### src/rtl/dmem_arbiter_if.sv
// Bus bundle for the MEM-stage data-RAM arbiter.
// It carries the CPU port, the DMA/debug port and the single-port RAM side.
// Handshake on each requester port:
//   req is raised with we/addr/wdata stable, and all of them are held until gnt=1.
//   The transfer completes at the clk edge where req&gnt=1.
//   gnt is combinational from req and the arbiter state.
//   At most one gnt is high per cycle.
//   A granted read returns rvalid for one cycle, one cycle later.
// The "slave" modport is the arbiter side.
// The "master" modport is the requester and RAM side.
interface dmem_arbiter_if #(
  parameter int ADDR_W = 10
);
  logic              cpu_req;
  logic              cpu_we;
  logic [31:0]       cpu_addr;
  logic [31:0]       cpu_wdata;
  logic              cpu_gnt;
  logic [31:0]       cpu_rdata;
  logic              cpu_rvalid;
  logic              cpu_err;

  logic              dma_req;
  logic              dma_we;
  logic [31:0]       dma_addr;
  logic [31:0]       dma_wdata;
  logic              dma_gnt;
  logic [31:0]       dma_rdata;
  logic              dma_rvalid;
  logic              dma_err;

  logic              ram_we;
  logic [ADDR_W-1:0] ram_addr;
  logic [31:0]       ram_din;
  logic [31:0]       ram_dout;

  logic              dma_starved;

  modport slave (
    input  cpu_req, cpu_we, cpu_addr, cpu_wdata,
    output cpu_gnt, cpu_rdata, cpu_rvalid, cpu_err,
    input  dma_req, dma_we, dma_addr, dma_wdata,
    output dma_gnt, dma_rdata, dma_rvalid, dma_err,
    output ram_we, ram_addr, ram_din,
    input  ram_dout,
    output dma_starved
  );

  modport master (
    output cpu_req, cpu_we, cpu_addr, cpu_wdata,
    input  cpu_gnt, cpu_rdata, cpu_rvalid, cpu_err,
    output dma_req, dma_we, dma_addr, dma_wdata,
    input  dma_gnt, dma_rdata, dma_rvalid, dma_err,
    input  ram_we, ram_addr, ram_din,
    output ram_dout,
    input  dma_starved
  );
endinterface

### src/rtl/dmem_arbiter.sv
// Arbiter for the single-port data RAM of the MEM stage.
// The CPU has fixed priority.
// After MAX_WAIT consecutive blocked cycles the DMA/debug port gets one forced slot.
// Read data is routed back to the owner of each access by a registered tag.
// Optional build macro DMEM_ALIGN_CHECK_EN enables misaligned-access detection:
//   a misaligned access is consumed without writing the RAM,
//   and it raises err one cycle after the grant.
// dbgState (1 = PRI_DMA) and dbgWaitCnt expose the arbitration state for checkers.
module dmem_arbiter #(
  parameter int ADDR_W   = 10,
  parameter int MAX_WAIT = 4,
  parameter int CNT_W    = 8
) (
  input  logic             clk,
  input  logic             reset_n,
  dmem_arbiter_if.slave    bus,
  output logic             dbgState,
  output logic [CNT_W-1:0] dbgWaitCnt
);

  typedef enum logic {
    PRI_CPU = 1'b0,
    PRI_DMA = 1'b1
  } arbStateT;

  localparam logic [CNT_W-1:0] WaitMax  = CNT_W'(MAX_WAIT);
  localparam logic [CNT_W-1:0] WaitLast = CNT_W'(MAX_WAIT - 1);

  arbStateT         state;
  arbStateT         stateNext;
  logic [CNT_W-1:0] waitCnt;

  logic             cpuGnt;
  logic             dmaGnt;
  logic             anyGnt;

  logic             selWe;
  logic [31:0]      selAddr;
  logic [31:0]      selWdata;
  logic             selMis;

  // Return tag captured on every grant, consumed the following cycle.
  logic             rdPend;
  logic             accOwner;   // 0 = CPU, 1 = DMA
  logic             misPend;

  logic             cpuRvalid;
  logic             dmaRvalid;
  logic [31:0]      retData;
  logic [31:0]      cpuRdataQ;
  logic [31:0]      dmaRdataQ;

  logic             unusedAddrBits;

  // FSM state register.
  always_ff @(posedge clk or negedge reset_n) begin
    if (!reset_n) begin
      state <= PRI_CPU;
    end else begin
      state <= stateNext;
    end
  end

  // FSM next state: force one DMA slot after MAX_WAIT blocked cycles; give priority back after it.
  always_comb begin
    stateNext = state;
    case (state)
      PRI_CPU: begin
        if (bus.dma_req && !dmaGnt && (waitCnt >= WaitLast)) begin
          stateNext = PRI_DMA;
        end
      end
      PRI_DMA: begin
        // A dropped request in PRI_DMA violates the handshake.
        // It is tolerated by simply giving priority back to the CPU.
        if (dmaGnt || !bus.dma_req) begin
          stateNext = PRI_CPU;
        end
      end
      default: stateNext = PRI_CPU;
    endcase
  end

  // FSM outputs: the grants follow the current priority.
  // Grants are held off while reset is asserted.
  always_comb begin
    cpuGnt = 1'b0;
    dmaGnt = 1'b0;
    if (reset_n) begin
      case (state)
        PRI_CPU: begin
          cpuGnt = bus.cpu_req;
          dmaGnt = bus.dma_req && !bus.cpu_req;
        end
        PRI_DMA: begin
          dmaGnt = bus.dma_req;
          cpuGnt = bus.cpu_req && !bus.dma_req;
        end
        default: begin
          cpuGnt = 1'b0;
          dmaGnt = 1'b0;
        end
      endcase
    end
  end

  assign anyGnt          = cpuGnt || dmaGnt;
  assign bus.cpu_gnt     = cpuGnt;
  assign bus.dma_gnt     = dmaGnt;
  assign bus.dma_starved = (state == PRI_DMA);
  assign dbgState        = (state == PRI_DMA);
  assign dbgWaitCnt      = waitCnt;

  // Starvation counter: counts consecutive blocked DMA cycles and saturates at MAX_WAIT.
  always_ff @(posedge clk or negedge reset_n) begin
    if (!reset_n) begin
      waitCnt <= '0;
    end else if (!bus.dma_req || dmaGnt) begin
      waitCnt <= '0;
    end else if (waitCnt < WaitMax) begin
      waitCnt <= waitCnt + 1'b1;
    end
  end

  // Select the winning port's command; drive zeros when nobody is granted.
  always_comb begin
    selWe    = 1'b0;
    selAddr  = '0;
    selWdata = '0;
    if (cpuGnt) begin
      selWe    = bus.cpu_we;
      selAddr  = bus.cpu_addr;
      selWdata = bus.cpu_wdata;
    end else if (dmaGnt) begin
      selWe    = bus.dma_we;
      selAddr  = bus.dma_addr;
      selWdata = bus.dma_wdata;
    end
  end

`ifdef DMEM_ALIGN_CHECK_EN
  assign selMis = anyGnt && (selAddr[1:0] != 2'b00);
`else
  assign selMis = 1'b0;
`endif

  // Byte-lane and high address bits carry no meaning for the word-wide RAM.
  assign unusedAddrBits = ^{selAddr[31:ADDR_W+2], selAddr[1:0]};

  assign bus.ram_we   = anyGnt && selWe && !selMis;
  assign bus.ram_addr = selAddr[ADDR_W+1:2];
  assign bus.ram_din  = selWdata;

  // Register the owner tag, the read flag and the misalignment flag of the access granted this cycle.
  always_ff @(posedge clk or negedge reset_n) begin
    if (!reset_n) begin
      rdPend   <= 1'b0;
      accOwner <= 1'b0;
      misPend  <= 1'b0;
    end else begin
      rdPend   <= anyGnt && !selWe;
      accOwner <= dmaGnt;
      misPend  <= selMis;
    end
  end

  assign cpuRvalid = rdPend && !accOwner;
  assign dmaRvalid = rdPend && accOwner;
  assign retData   = misPend ? 32'h0 : bus.ram_dout;

  // Per-port read data holding registers, loaded on that port's read return.
  always_ff @(posedge clk or negedge reset_n) begin
    if (!reset_n) begin
      cpuRdataQ <= '0;
      dmaRdataQ <= '0;
    end else begin
      if (cpuRvalid) cpuRdataQ <= retData;
      if (dmaRvalid) dmaRdataQ <= retData;
    end
  end

  // The returning word is presented in the rvalid cycle itself.
  // Afterwards the holding register keeps it.
  assign bus.cpu_rvalid = cpuRvalid;
  assign bus.dma_rvalid = dmaRvalid;
  assign bus.cpu_rdata  = cpuRvalid ? retData : cpuRdataQ;
  assign bus.dma_rdata  = dmaRvalid ? retData : dmaRdataQ;

`ifdef DMEM_ALIGN_CHECK_EN
  assign bus.cpu_err = misPend && !accOwner;
  assign bus.dma_err = misPend && accOwner;
`else
  assign bus.cpu_err = 1'b0;
  assign bus.dma_err = 1'b0;
`endif

endmodule

### src/flat_wrapper.sv
// flat-port wrapper written by rule: the top's interface ports become plain ports
module dmem_arbiter_flat 
#(
  parameter int ADDR_W   = 10,
  parameter int MAX_WAIT = 4,
  parameter int CNT_W    = 8
)
  (clk, reset_n, dbgState, dbgWaitCnt, bus_cpu_req, bus_cpu_we, bus_cpu_addr, bus_cpu_wdata, bus_cpu_gnt, bus_cpu_rdata, bus_cpu_rvalid, bus_cpu_err, bus_dma_req, bus_dma_we, bus_dma_addr, bus_dma_wdata, bus_dma_gnt, bus_dma_rdata, bus_dma_rvalid, bus_dma_err, bus_ram_we, bus_ram_addr, bus_ram_din, bus_ram_dout, bus_dma_starved);
  dmem_arbiter_if #(.ADDR_W(ADDR_W)) bus_i ();
  input  logic clk;
  input  logic reset_n;
  output logic dbgState;
  output logic [CNT_W-1:0] dbgWaitCnt;
  input wire logic [$bits(bus_i.cpu_req)-1:0] bus_cpu_req;
  input wire logic [$bits(bus_i.cpu_we)-1:0] bus_cpu_we;
  input wire logic [$bits(bus_i.cpu_addr)-1:0] bus_cpu_addr;
  input wire logic [$bits(bus_i.cpu_wdata)-1:0] bus_cpu_wdata;
  output wire logic [$bits(bus_i.cpu_gnt)-1:0] bus_cpu_gnt;
  output wire logic [$bits(bus_i.cpu_rdata)-1:0] bus_cpu_rdata;
  output wire logic [$bits(bus_i.cpu_rvalid)-1:0] bus_cpu_rvalid;
  output wire logic [$bits(bus_i.cpu_err)-1:0] bus_cpu_err;
  input wire logic [$bits(bus_i.dma_req)-1:0] bus_dma_req;
  input wire logic [$bits(bus_i.dma_we)-1:0] bus_dma_we;
  input wire logic [$bits(bus_i.dma_addr)-1:0] bus_dma_addr;
  input wire logic [$bits(bus_i.dma_wdata)-1:0] bus_dma_wdata;
  output wire logic [$bits(bus_i.dma_gnt)-1:0] bus_dma_gnt;
  output wire logic [$bits(bus_i.dma_rdata)-1:0] bus_dma_rdata;
  output wire logic [$bits(bus_i.dma_rvalid)-1:0] bus_dma_rvalid;
  output wire logic [$bits(bus_i.dma_err)-1:0] bus_dma_err;
  output wire logic [$bits(bus_i.ram_we)-1:0] bus_ram_we;
  output wire logic [$bits(bus_i.ram_addr)-1:0] bus_ram_addr;
  output wire logic [$bits(bus_i.ram_din)-1:0] bus_ram_din;
  input wire logic [$bits(bus_i.ram_dout)-1:0] bus_ram_dout;
  output wire logic [$bits(bus_i.dma_starved)-1:0] bus_dma_starved;
  assign bus_i.cpu_req = bus_cpu_req;
  assign bus_i.cpu_we = bus_cpu_we;
  assign bus_i.cpu_addr = bus_cpu_addr;
  assign bus_i.cpu_wdata = bus_cpu_wdata;
  assign bus_cpu_gnt = bus_i.cpu_gnt;
  assign bus_cpu_rdata = bus_i.cpu_rdata;
  assign bus_cpu_rvalid = bus_i.cpu_rvalid;
  assign bus_cpu_err = bus_i.cpu_err;
  assign bus_i.dma_req = bus_dma_req;
  assign bus_i.dma_we = bus_dma_we;
  assign bus_i.dma_addr = bus_dma_addr;
  assign bus_i.dma_wdata = bus_dma_wdata;
  assign bus_dma_gnt = bus_i.dma_gnt;
  assign bus_dma_rdata = bus_i.dma_rdata;
  assign bus_dma_rvalid = bus_i.dma_rvalid;
  assign bus_dma_err = bus_i.dma_err;
  assign bus_ram_we = bus_i.ram_we;
  assign bus_ram_addr = bus_i.ram_addr;
  assign bus_ram_din = bus_i.ram_din;
  assign bus_i.ram_dout = bus_ram_dout;
  assign bus_dma_starved = bus_i.dma_starved;
  dmem_arbiter #(.ADDR_W(ADDR_W), .MAX_WAIT(MAX_WAIT), .CNT_W(CNT_W)) u_core (.clk(clk), .reset_n(reset_n), .bus(bus_i), .dbgState(dbgState), .dbgWaitCnt(dbgWaitCnt));
endmodule
### config.mk
export PLATFORM = sky130hd
export DESIGN_NAME = dmem_arbiter_flat
export DESIGN_NICKNAME = d
export VERILOG_FILES = /design/src/rtl/dmem_arbiter_if.sv /design/src/rtl/dmem_arbiter.sv /design/src/flat_wrapper.sv
export SDC_FILE = /design/constraint.sdc
export NUM_CORES = 1
export LEC_CHECK = 0
export BUFFER_PORTS_ARGS = -buffer_cell sky130_fd_sc_hd__buf_2
export CAP_MARGIN = 20
export CORE_AREA = 2 2 113 115
export DETAILED_ROUTE_END_ITERATION = 10
export DIE_AREA = 0 0 115 117
export GPL_ROUTABILITY_DRIVEN = 0
export SYNTH_ARGS = -nofsm -noshare
export SYNTH_HDL_FRONTEND = slang
export SYNTH_SLANG_ARGS = --single-unit
export TNS_END_PERCENT = 30
### constraint.sdc
create_clock -name clk -period 3.99 [get_ports clk]
set_input_delay 0.399 -clock clk [delete_from_list [all_inputs] [get_ports clk]]
set_output_delay 0.399 -clock clk [all_outputs]
set_load 0.03 [all_outputs]
==> results.json <==
{
  "status": "complete, no violations",
  "crit_chain": "dlygate4sd3_1, buf_4, nand2_1, a21oi_4, a22o_1, buf_2",
  "io_buffers": 242,
  "crit_path_top_delay_cell": "a21oi_4",
  "clock_sinks": 75,
  "vias": 2867,
  "core_sq_um": 12310,
  "synth_xor_area_frac": 0,
  "dieArea_sq_um": 13460,
  "multi_input_area_sq_um": 1315,
  "cp_data_required_time_ps": 3590,
  "die_w_um": 115,
  "num_io_pins": 289,
  "synth_adder_area_share": 0.003826,
  "setup_slack_ps": 877.3,
  "synth.top_cell.area_share": 0.5738,
  "worst-path-max-fanout": 45,
  "drive_gt1_frac": 0.6868,
  "synth_mux_area_frac": 0.2204,
  "grt_setup_unrepaired": "no",
  "netlist_instances": 235,
  "skew_ps": 4.150,
  "syn_to_final_growth_pct": 51.80,
  "synth_top_area_cell": "dfrtp_1",
  "diodes": 0,
  "regArea_sq_um": 1877,
  "cts_root_buffer": "clkbuf_16",
  "wl_per_cell_um": 16.61,
  "synth_area_leaders": "dfrtp_1 (57%), mux2_2 (22%), a22o_1 (11%), buf_2 (1.7%), and3_1 (0.77%)",
  "fin_setup_tns_ps": 0,
  "worst_slew_pin_slew_ps": 1040,
  "grt_pass1_vias": 2656,
  "fp.dieH_um": 117,
  "drt_iter0_drc": 133,
  "fill_cells": 1206,
  "grt.overflow.total": 0,
  "yosys_warnings": 0,
  "ys_ff_latch": 75,
  "drtAntennaViolNets": 0,
  "clkLatencyLatePin_ps": 320,
  "final_core_util": 0.4033,
  "power.leakage_nw": 2.642,
  "final-setup-viol-count": 0,
  "cp-start-kind": "input pin",
  "p_per_area_nw_per_um2": 561.9,
  "wl_um": 10450,
  "slew_headroom": 0.3050,
  "cap_viol_max_count": 0,
  "rows": 41,
  "crit_arrival_ps": 2710,
  "yosysSeqAreaShare": 0.5738,
  "drc": 0,
  "endpoint_kind": "primary output",
  "cts_resized": 0,
  "hold_violations": 0,
  "vdd_drop_max_v": 0.0002107,
  "dpl.hpwl_um": 8481,
  "fmaxAchievable_ghz": 0.3213,
  "post-route-period-util": 0.7801,
  "grt_usage": 0.1480,
  "critical-path-max-stage-delay_ps": 790,
  "finalCriticalPeriod_ps": 3113,
  "slew_viol_final": 0,
  "cts_tree": "done",
  "drt-vias-per-instance": 4.558,
  "first_pass_iters": 4,
  "initial_utilization": 0.2657,
  "dp_slack_ps": 1407,
  "clkSlewWorstSetupHoldPaths_ps": 50,
  "cts_setup_buffers": 0,
  "antenna_found_initial": 0,
  "syn_area_per_cell_sq_um": 13.92,
  "h-tree-depth": 3,
  "grt_pass1_wl_um": 14740,
  "hold_path.class": "in2reg",
  "dp.cells": 613,
  "synth_top_family_by_area": "multiplexers",
  "syn_area_sq_um": 3271,
  "synth_compound_area_frac": 0.1308,
  "synth_simple_gate_area_frac": 0.03940,
  "clk_path_buf_depth": 2,
  "final_nets": 642,
  "critPathKind": "in2out",
  "grt_max_degree": 63,
  "final_cells": 629,
  "cts_made_buffers": 9,
  "synth_cell_type_count": 28
}
-- final cells by class --
type                       instances  area share
inverter                           2    0.001512
tap                              150     0.03780
clock inverter                     5     0.02067
timing repair buffer             246      0.2510
clock buffer                      10     0.04612
multi-input combinational        141      0.2649
sequential                        75      0.3780
-- cells in the final DEF (no fill, tap or decap), drive strengths merged, types with 2 or more instances in the layout --
cell type / Yosys / final
nor2: 4 / 4
buf: 14 / 245
clkbuf: 4 / 10
and3: 5 / 5
inv: 2 / 2
dfrtp: 75 / 75
a22o: 42 / 42
conb: 1 / 2
mux2: 64 / 64
bufinv: 0 / 3
o21ai: 4 / 4
nand2: 3 / 3
a21oi: 3 / 3
nor2b: 2 / 2
-- worst paths after layout --
kind | to | from | slack [ps] | cells after the start
worst min register to register | u_core.cpuRdataQ[2]$_DFF_PN0_ | u_core.cpuRdataQ[2]$_DFF_PN0_ | 490 | 1
worst max-delay path | bus_ram_din[24] | reset_n | 880 | 6
worst min-delay path | u_core.rdPend$_DFF_PN0_ | bus_cpu_we | 280 | 2
min in group asynchronous | u_core.dbgWaitCnt[2]$_DFFE_PN0P_ | reset_n | 500 | 2
max in group asynchronous | u_core.cpuRdataQ[2]$_DFF_PN0_ | reset_n | 2460 | 3
worst max register to register | u_core.dmaRdataQ[5]$_DFF_PN0_ | u_core.accOwner$_DFF_PN0_ | 2040 | 3
-- worst max-delay path, delay by kind of cell --
kind	cells	cell delay, ps
AO/OA/AOI/OAI	2	1130
buffers and inverters	3	1020
AND/OR/NAND/NOR	1	140
-- kinds of logic after synthesis --
logic type / count (synthesis)
AOI/OAI and AO/OA: 52
buffers and inverters: 20
and+or+nand+nor: 22
muxes: 64
other: 1
DFF: 75
adders and majority gates: 1
-- power breakdown --
group | internal (mW) | total (mW) | switching, mW
clock network | 0.606 | 0.895 | 0.289
registers | 0.916 | 0.953 | 0.0378
logic | 0.321 | 0.942 | 0.621
-- metal layers --
layer	global-route usage	vias up	wire (um)	share of wire
met3	0.03862	12	736	0.070
met4	0.06506	0	272	0.026
met2	0.2698	147	5542	0.53
met5	0	-	0	0
li1	-	1354	-	-
met1	0.1627	1354	3896	0.37
-- through the flow --
| stage | instance area (sq um) | hold WS [ps] | power (mW) |
|---|---|---|---|
| after floorplan | 3274 | 103.4 | 1.614 |
| after global placement | 4623 | 268.8 | 1.903 |
| after detailed placement | 4623 | 270.8 | 1.923 |
| after CTS | 4965 | 264.9 | 2.833 |
| after global routing | 4965 | 277.7 | 2.931 |
| final | 4965 | 279.0 | 2.790 |
-- Yosys cell counts --
master	instances
dfrtp_1	75
mux2_2	64
a22o_1	42
buf_2	11
and3_1	4
clkbuf_1	4
nor2_1	4
o21ai_0	4
buf_4	3
nand2_1	3
a21oi_1	2
inv_1	2
nor2b_1	2
a211oi_1	1
a21o_1	1
a21oi_2	1
a31oi_1	1
and3_2	1
conb_1	1
ha_1	1
nand2b_1	1
nand4b_1	1
nor3_1	1
nor3b_1	1
nor4_1	1
or2_2	1
or3_1	1
or4_4	1
-- sequential cells by signal (all words and copies together), names as in the netlist --
register	cells
u_core.dbgWaitCnt	8
u_core.dmaRdataQ	32
u_core.cpuRdataQ	32
u_core.bus.dma_starved	1
u_core.rdPend	1
u_core.accOwner	1
-- repair_timing --
item	4_1_cts	5_1_grt
hold buffers	1	0
endpoints found under the setup margin	0	0
hold endpoints to repair	13	0
(Power assumes the default switching activity.)
